<file path="src/rtl/readout_feature_quantizer.sv">
// readout_feature_quantizer
//   Integrates signed I/Q samples over a readout window split into NUM_SEG
//   segments of SEG_LEN samples each. Each segment sum is reduced to a
//   FEAT_BITS-wide unsigned code per channel, and the packed code vector is
//   presented on a valid/ready output register.
//
// Ports
//   clk, rst_n            : clock, synchronous active-low reset
//   in_valid/in_ready     : input sample handshake
//   in_i, in_q            : signed I/Q samples
//   in_last               : marks the final sample of a frame
//   out_valid/out_ready   : feature vector handshake
//   features              : packed codes, segment s I at slot 2s, Q at 2s+1
//   frame_err             : one-cycle pulse on a framing violation
module readout_feature_quantizer #(
    parameter int SAMPLE_W  = 16,
    parameter int NUM_SEG   = 8,
    parameter int SEG_LEN   = 32,
    parameter int FEAT_BITS = 2,
    parameter int SHIFT     = 4,
    localparam int LOG2_SEG = $clog2(SEG_LEN),
    localparam int OUT_W    = 2 * NUM_SEG * FEAT_BITS,
    localparam int ACC_W    = SAMPLE_W + LOG2_SEG
) (
    input  logic                       clk,
    input  logic                       rst_n,
    input  logic                       in_valid,
    output logic                       in_ready,
    input  logic signed [SAMPLE_W-1:0] in_i,
    input  logic signed [SAMPLE_W-1:0] in_q,
    input  logic                       in_last,
    output logic                       out_valid,
    input  logic                       out_ready,
    output logic [OUT_W-1:0]           features,
    output logic                       frame_err
);

    localparam int IDX_W = (NUM_SEG > 1) ? $clog2(NUM_SEG) : 1;
    localparam int QSH   = LOG2_SEG + SHIFT;
    localparam int HALF  = 2 ** (FEAT_BITS - 1);
    localparam int MAXC  = (2 ** FEAT_BITS) - 1;

    typedef enum logic [0:0] {
        ST_ACC,
        ST_DRAIN
    } state_t;

    state_t                    r_state;
    state_t                    w_state_next;
    logic [LOG2_SEG-1:0]       r_seg_cnt;
    logic [IDX_W-1:0]          r_seg_idx;
    logic signed [ACC_W-1:0]   r_acc_i;
    logic signed [ACC_W-1:0]   r_acc_q;
    logic [OUT_W-1:0]          r_stage;
    logic [OUT_W-1:0]          r_features;
    logic                      r_out_valid;
    logic                      r_frame_err;

    logic                      w_hs;
    logic                      w_seg_last;
    logic                      w_frame_pos;
    logic signed [ACC_W-1:0]   w_ext_i;
    logic signed [ACC_W-1:0]   w_ext_q;
    logic signed [ACC_W-1:0]   w_sum_i;
    logic signed [ACC_W-1:0]   w_sum_q;
    logic [FEAT_BITS-1:0]      w_code_i;
    logic [FEAT_BITS-1:0]      w_code_q;
    logic [OUT_W-1:0]          w_stage_next;

    // Mean-and-shift collapses into one arithmetic shift of the segment sum;
    // the shift floors toward minus infinity, then the code is re-centred.
    function automatic logic [FEAT_BITS-1:0] quantize(input logic signed [ACC_W-1:0] sum);
        logic signed [ACC_W-1:0] sh;
        logic signed [ACC_W:0]   v;
        sh = sum >>> QSH;
        v  = {sh[ACC_W-1], sh} + (ACC_W+1)'(HALF);
        if (v[ACC_W]) begin
            return '0;
        end else if (v > (ACC_W+1)'(MAXC)) begin
            return '1;
        end else begin
            return v[FEAT_BITS-1:0];
        end
    endfunction

    assign out_valid = r_out_valid;
    assign features  = r_features;
    assign frame_err = r_frame_err;

    assign w_seg_last  = (r_seg_cnt == LOG2_SEG'(SEG_LEN - 1));
    assign w_frame_pos = w_seg_last && (r_seg_idx == IDX_W'(NUM_SEG - 1));

    assign w_ext_i  = ACC_W'(in_i);
    assign w_ext_q  = ACC_W'(in_q);
    assign w_sum_i  = r_acc_i + w_ext_i;
    assign w_sum_q  = r_acc_q + w_ext_q;
    assign w_code_i = quantize(w_sum_i);
    assign w_code_q = quantize(w_sum_q);

    // Only the frame-final sample is held back while the previous vector is
    // unconsumed; counters sit at zero in DRAIN so that state never stalls.
    always_comb begin
        w_state_next = r_state;
        in_ready     = rst_n && ((r_state == ST_DRAIN) || !(r_out_valid && w_frame_pos));
        w_hs         = in_valid && in_ready;
        case (r_state)
            ST_ACC: begin
                if (w_hs && w_frame_pos && !in_last) begin
                    w_state_next = ST_DRAIN;
                end
            end
            ST_DRAIN: begin
                if (w_hs && in_last) begin
                    w_state_next = ST_ACC;
                end
            end
            default: w_state_next = ST_ACC;
        endcase
    end

    always_comb begin
        w_stage_next = r_stage;
        for (int unsigned s = 0; s < NUM_SEG; s++) begin
            if (32'(r_seg_idx) == s) begin
                w_stage_next[(2*s)*FEAT_BITS +: FEAT_BITS]   = w_code_i;
                w_stage_next[(2*s+1)*FEAT_BITS +: FEAT_BITS] = w_code_q;
            end
        end
    end

    always_ff @(posedge clk) begin
        if (!rst_n) begin
            r_state <= ST_ACC;
        end else begin
            r_state <= w_state_next;
        end
    end

    always_ff @(posedge clk) begin
        if (!rst_n) begin
            r_seg_cnt   <= '0;
            r_seg_idx   <= '0;
            r_acc_i     <= '0;
            r_acc_q     <= '0;
            r_stage     <= '0;
            r_features  <= '0;
            r_out_valid <= 1'b0;
            r_frame_err <= 1'b0;
        end else begin
            r_frame_err <= 1'b0;
            if (r_out_valid && out_ready) begin
                r_out_valid <= 1'b0;
            end
            if (w_hs && (r_state == ST_ACC)) begin
                if (in_last && !w_frame_pos) begin
                    // Early end: abandon the partial frame. Staging slots are
                    // all rewritten by the next frame before being published.
                    r_frame_err <= 1'b1;
                    r_seg_cnt   <= '0;
                    r_seg_idx   <= '0;
                end else begin
                    r_acc_i <= (r_seg_cnt == '0) ? w_ext_i : w_sum_i;
                    r_acc_q <= (r_seg_cnt == '0) ? w_ext_q : w_sum_q;
                    if (w_seg_last) begin
                        r_stage   <= w_stage_next;
                        r_seg_cnt <= '0;
                        if (w_frame_pos) begin
                            r_features  <= w_stage_next;
                            r_out_valid <= 1'b1;
                            r_seg_idx   <= '0;
                            if (!in_last) begin
                                r_frame_err <= 1'b1;
                            end
                        end else begin
                            r_seg_idx <= r_seg_idx + 1'b1;
                        end
                    end else begin
                        r_seg_cnt <= r_seg_cnt + 1'b1;
                    end
                end
            end
        end
    end

endmodule

</file>
<file path="config.mk">
export PLATFORM = sky130hd
export DESIGN_NAME = readout_feature_quantizer
export DESIGN_NICKNAME = d
export VERILOG_FILES = /design/src/rtl/readout_feature_quantizer.sv
export SDC_FILE = /design/constraint.sdc
export NUM_CORES = 1
export LEC_CHECK = 0
export ABC_AREA = 1
export BUFFER_PORTS_ARGS = -buffer_cell sky130_fd_sc_hd__buf_2
export CORE_MARGIN = 2
export CORE_UTILIZATION = 66
export DETAILED_ROUTE_END_ITERATION = 8
export GPL_TIMING_DRIVEN = 1
export PLACE_DENSITY = 0.87
export SYNTH_ARGS = -nofsm -noshare
export SYNTH_HDL_FRONTEND = slang
export SYNTH_SLANG_ARGS = --single-unit
</file>
<file path="constraint.sdc">
create_clock -name clk -period 4.7 [get_ports clk]
set_input_delay 0 -clock clk [delete_from_list [all_inputs] [get_ports clk]]
set_output_delay 0 -clock clk [all_outputs]
set_load 0.1 [all_outputs]
</file>
# Yosys cells after proc, flatten, opt, wreduce, memory -nomap -nowiden
# Cells that the tools add are included.
# W data, S select, Z words.
# classes
add_sub_neg	6
magnitude_cmp	2
eq_ne	8
muxes	31
n_bitwise	2
n_reduce_logical	22
# ops
operator	n
$add A21 B16 Y21	2
$mux W21	2
$mux W4	8
$add A12 B3 Y13 const B	2
$gt A13 B3 Y1 const B	2
$eq A3 B3 Y1 const B	4
$mux W1	11
$logic_and A1 B1 Y1	10
$mux W5	2
$mux W3	3
$mux W2	4
$eq A3 B2 Y1 const B	2
$reduce_and A2 Y1	3
$add A5 B1 Y5 const B	1
$eq A5 B5 Y1 const B	1
$logic_not A5 Y1	1
$reduce_and A4 Y1	1
$add A3 B1 Y3 const B	1
$eq A3 B1 Y1 const B	1
$logic_not A1 Y1	3
$logic_not A3 Y1	1
$reduce_and A3 Y1	1
$not A1 Y1	2
$pmux W1 S2	1
other kinds (2)	2
# totals
register_bits	117
elab_cells	80

# Depth between registers and ports, before layout
# depth
ltp_word	11
mapped_depth	24
ltp_nobuf	24

# Worst setup path after synthesis
# No wires, ideal clock.
# synth_path
kind	register -> register
from	register r_seg_idx[0]
to	register r_stage[10]
arrival_time_ns	3.925
required_time_ns	4.591
setup_slack_ns	0.666
stages_incl_launch_ff	16
n_path_buf	2
synth_period_minus_slack_ns	4.034
path_cell_list	dfxtp_1 -> ha_1 -> ha_1 -> nand2_1 -> inv_1 -> a31oi_1 -> and2_1 -> nand2_2 -> nor2_2 -> inv_2 -> nor2_1 -> buf_2 -> buf_2 -> nand3_1 -> nand2_1 -> inv_1
# synth_between
elab_chain_cells	9
# synth_lines
item	line	text
from (decl)	51	logic [IDX_W-1:0] r_seg_idx;
from (signal assigned)	175	r_seg_idx <= r_seg_idx + 1'b1;
$eq A3 B3 Y1	91	assign w_frame_pos = w_seg_last && (r_seg_idx == IDX_W'(NUM_SEG - 1));
$logic_and A1 B1 Y1	91	
$logic_and A1 B1 Y1	104	in_ready = rst_n && ((r_state == ST_DRAIN) || !(r_out_valid && w_frame_pos));
$logic_not A1 Y1	104	
$logic_or A1 B1 Y1	104	
$logic_and A1 B1 Y1	104	
via in_ready	28	output logic in_ready,
$logic_and A1 B1 Y1	105	w_hs = in_valid && in_ready;
$logic_and A1 B1 Y1	154	if (w_hs && (r_state == ST_ACC)) begin
$reduce_and A3 Y1 (no line)	n/a	
to (signal assigned)	165	r_stage <= w_stage_next;
to (decl)	54	logic [OUT_W-1:0] r_stage;
# The timed path passes the listed nets, and every way through them passes these cells.
# A chain may end at the register's enable or synchronous reset.

# Worst setup path after layout
# layout_path
from	register r_seg_idx[0]
to	register r_stage[1]
# layout_between
elab_chain_cells	9
# layout_lines
item	line
$eq A3 B3 Y1	91
$logic_and A1 B1 Y1	91
$logic_and A1 B1 Y1	104
$logic_not A1 Y1	104
$logic_or A1 B1 Y1	104
$logic_and A1 B1 Y1	104
$logic_and A1 B1 Y1	105
$logic_and A1 B1 Y1	154
$reduce_and A3 Y1 (no line)	n/a
# Several ways; a longest one is shown, not always the timed one.

==> flow_metrics.py <==
metrics = {
    "grt": {
        "antenna_found_initial": 0,
        "grt_pass1_wl_um": 39400,
        "grt_start_max_net_pins": 70,
        "grt_pass1_vias": 8932,
        "grtUsageTotal_pct": 33.1,
        "global_route.overflow_total": 0,
    },
    "detailed_routing": {
        "wl_um": 23500,
        "drt-wirelength-per-cell_um": 13.4,
        "final_antenna_net_count": 0,
        "drc": 0,
        "detail_route.vias_per_cell": 5.46,
        "via_count": 9599,
        "detailedRoute.firstPassIterationCount": 7,
        "drt-initial-drc-count": 819,
    },
    "power_and_ir_drop": {
        "cellPowerDensity_nw_per_um2": 286,
        "peakVddDrop_v": 0.000304,
        "power.total_uw": 2940,
        "p_leak_uw": 0.00541,
    },
    "die": {
        "fp.dieH_um": 120,
        "rows": 42,
        "dieArea_um2": 14400,
        "initial_utilization_pct": 67.5,
        "number_of_top_level_pins": 72,
        "die_width_um": 120,
        "core_um2": 13200,
    },
    "synthesis": {
        "yosys.cell_count.top_type": "sky130_fd_sc_hd__nand2_1",
        "async_reset_ff_share_pct": 0,
        "synth_top_family_by_area": "simple AND/OR/NAND/NOR gates",
        "synth_compound_area_share_pct": 9.61,
        "multiplexer_share_of_the_synthesized_area_pct": 0,
        "synthAdderAreaFrac_pct": 7.90,
        "synth_area_leaders": "sky130_fd_sc_hd__dfxtp_1 26%, sky130_fd_sc_hd__nand2_1 18%, sky130_fd_sc_hd__inv_1 8.6%, sky130_fd_sc_hd__nor2_1 8.0%, sky130_fd_sc_hd__nand3_1 7.8%",
        "postSynthRegisterBits": 117,
        "postSynthNetCount": 1576,
        "synthDominantAreaCellType": "sky130_fd_sc_hd__dfxtp_1",
        "synth_top_cell_area_share_pct": 26.3,
        "synth-edff-count": 0,
        "yosysWarnings": 0,
        "synth_xor_area_share_pct": 1.38,
        "post_synth_and_or_nand_nor_area_fraction_pct": 43.3,
        "post_synth_most_frequent_cells": "434 x sky130_fd_sc_hd__nand2_1, 205 x sky130_fd_sc_hd__inv_1, 189 x sky130_fd_sc_hd__nor2_1, 139 x sky130_fd_sc_hd__nand3_1, 117 x sky130_fd_sc_hd__dfxtp_1",
        "syn_inst": 1484,
        "yosysSeqAreaShare_pct": 26.3,
        "synthesis.area_per_instance_um2": 6.00,
        "ys_dominant_reg_cell": "sky130_fd_sc_hd__dfxtp_1",
        "mappedNetlistArea_um2": 8900,
        "netlist-cell-type-count": 37,
    },
    "clock_network": {
        "clockBufferDepth": 2,
        "tritoncts": "done",
        "clock_insertion_delay_worst_skew_ns": 0.42,
        "post_cts.resized_instances": 0,
        "numCtsBuffers": 17,
        "clk_root_buffer_cell": "sky130_fd_sc_hd__clkbuf_16",
        "path_clk_slew_ns": 0.06,
        "htree_levels": 4,
        "clkSinkCount": 117,
    },
    "critical_path": {
        "startpoint_type": "flop",
        "worst_setup_path_end_kind": "flop",
        "worstPathRequired_ns": 5.02,
        "path_class": "flop to flop",
        "crit_arrival_ns": 3.84,
        "ff2ff_path_depth": 14,
        "critPathMaxFanout": 40,
    },
    "timing": {
        "slew-limit-headroom_pct": 46.5,
        "finalHoldViolations": 0,
        "final_setup_violating_endpoints": 0,
        "max_slew.worst_pin.slew_ns": 0.801,
        "fin_skew_ns": 0.00780,
        "fin_crit_ns": 3.52,
        "timing.fmax_mhz": 284,
        "drv_slew": 0,
        "grt_setup_unrepaired": "no",
        "finalCritPeriodShare_pct": 74.9,
        "final.setup.tns_ns": 0,
    },
    "final_layout": {
        "nets_finish": 1663,
        "drive_gt1_share_pct": 12.6,
        "area_growth_pct": 15.3,
        "antenna_cells_inserted": 0,
    },
    "flow_run": {
        "max_cap_violations": 0,
    },
    "place": {
        "port-buffer-count": 71,
        "detailed_place_hpwl_um": 15600,
        "place.gp.congestion": 0.929,
    },
    "run_status": {
        "run_status": "complete, no violations",
    },
    "worst_hold_path": {
        "whs_path_depth": 5,
        "worstHoldPathType": "primary input to flop",
    },
}
kinds of logic (layout without fill, tap and decap cells):
group | Yosys count | in the layout
and+or+nand+nor | 869 | 869
DFF | 117 | 117
AOI/OAI and AO/OA | 164 | 164
buffers and inverters | 265 | 364
xor gates and xnor gates | 14 | 14
adders and majority gates | 55 | 55
critical path: stages, from the launching register on:
cell                      delay [ns]
sky130_fd_sc_hd__dfxtp_1        0.35
sky130_fd_sc_hd__ha_1           0.24
sky130_fd_sc_hd__ha_1           0.28
sky130_fd_sc_hd__nand2_1        0.17
sky130_fd_sc_hd__inv_1          0.08
sky130_fd_sc_hd__a31oi_1        0.15
sky130_fd_sc_hd__and2_1         0.20
sky130_fd_sc_hd__nand2_2        0.16
sky130_fd_sc_hd__nor2_2         0.15
sky130_fd_sc_hd__inv_2          0.25
sky130_fd_sc_hd__nor2_4         0.55
sky130_fd_sc_hd__buf_4          0.49
sky130_fd_sc_hd__nand3_1        0.17
sky130_fd_sc_hd__nand2_1        0.11
sky130_fd_sc_hd__inv_1          0.04
layout make-up:
class                           count  area, µm²
Multi-Input combinational cell   1102       5550
Timing Repair Buffer              110        728
Clock buffer                       22        484
Clock inverter                      9        101
Tap cell                          176        220
Fill cell                        1034       2930
Sequential cell                   117       2340
Inverter                          223        837
power by group:
| group | leakage, µW | total, µW | internal, µW | switching (µW) |
|---|---|---|---|---|
| clock network | 0.000292 | 1310 | 829 | 484 |
| registers | 0.000948 | 1020 | 1010 | 12.0 |
| logic | 0.00417 | 599 | 195 | 404 |
| total | 0.00541 | 2940 | 2040 | 900 |
per-stage QoR:
stage / instance area [µm²] / instances / worst slack [ns] / hold WS, ns / utilization, %
CTS: 10300 / 1759 / 1.23 / 0.0329 / 77.8
global placement: 9360 / 1696 / 1.43 / 0.283 / 71.0
finish: 10300 / 1759 / 1.18 / 0.0345 / 77.8
global route: 10300 / 1759 / 0.834 / 0.0604 / 77.8
detailed placement: 9360 / 1696 / 1.29 / 0.293 / 71.0
floorplan: 8900 / 1484 / 0.666 / 0.138 / -
state kept, by name, indices dropped and copies added, names as in the netlist:
signal / flops
r_seg_idx: 3
features: 32
r_acc_i: 21
r_stage: 32
r_seg_cnt: 5
frame_err: 1
out_valid: 1
r_acc_q: 21
r_state: 1
timing repair:
item                                   CTS  global route
hold buffers                            32             0
endpoints found under the hold margin   33             0
buffers inserted                         0             0
routing by layer:
metal  up-vias  GRT usage [%]  part of all wire (%)
met1      4343           41.8                    44
met4         0           12.0                   2.3
met3        55           6.18                   5.9
li1       4859              -                     -
met2       342           56.1                    48
met5         -              0                     0
cell usage in the layout, fill, tap and decap left out, drive strengths merged:
cell,Yosys,layout
buf,17,78
o21ai,51,51
o32ai,1,1
nor2,204,204
and3,1,1
inv,223,223
nand4,16,16
a31oi,7,7
nand3,165,165
xor2,13,13
bufinv,0,2
dlygate4sd3,0,32
ha,53,53
clkbuf,25,22
xnor2,1,1
and2,3,3
fa,2,2
nor3,13,13
o21bai,1,1
a211oi,1,1
clkinv,0,6
or2,5,5
nand3b,5,5
clkinvlp,0,1
dfxtp,117,117
a21oi,102,102
o21a,1,1
nand2,457,457
path summary, 6_finish.rpt:
path	start	endpoint	slack (ns)
hold reg to reg	r_seg_cnt[3]	r_seg_cnt[3]	0.49
hold / removal	in_valid	r_state	0.03
setup reg to reg	r_seg_idx[0]	r_stage[1]	1.18
setup / recovery	r_seg_idx[0]	r_stage[1]	1.18
Power figures use the tool's default switching activity.
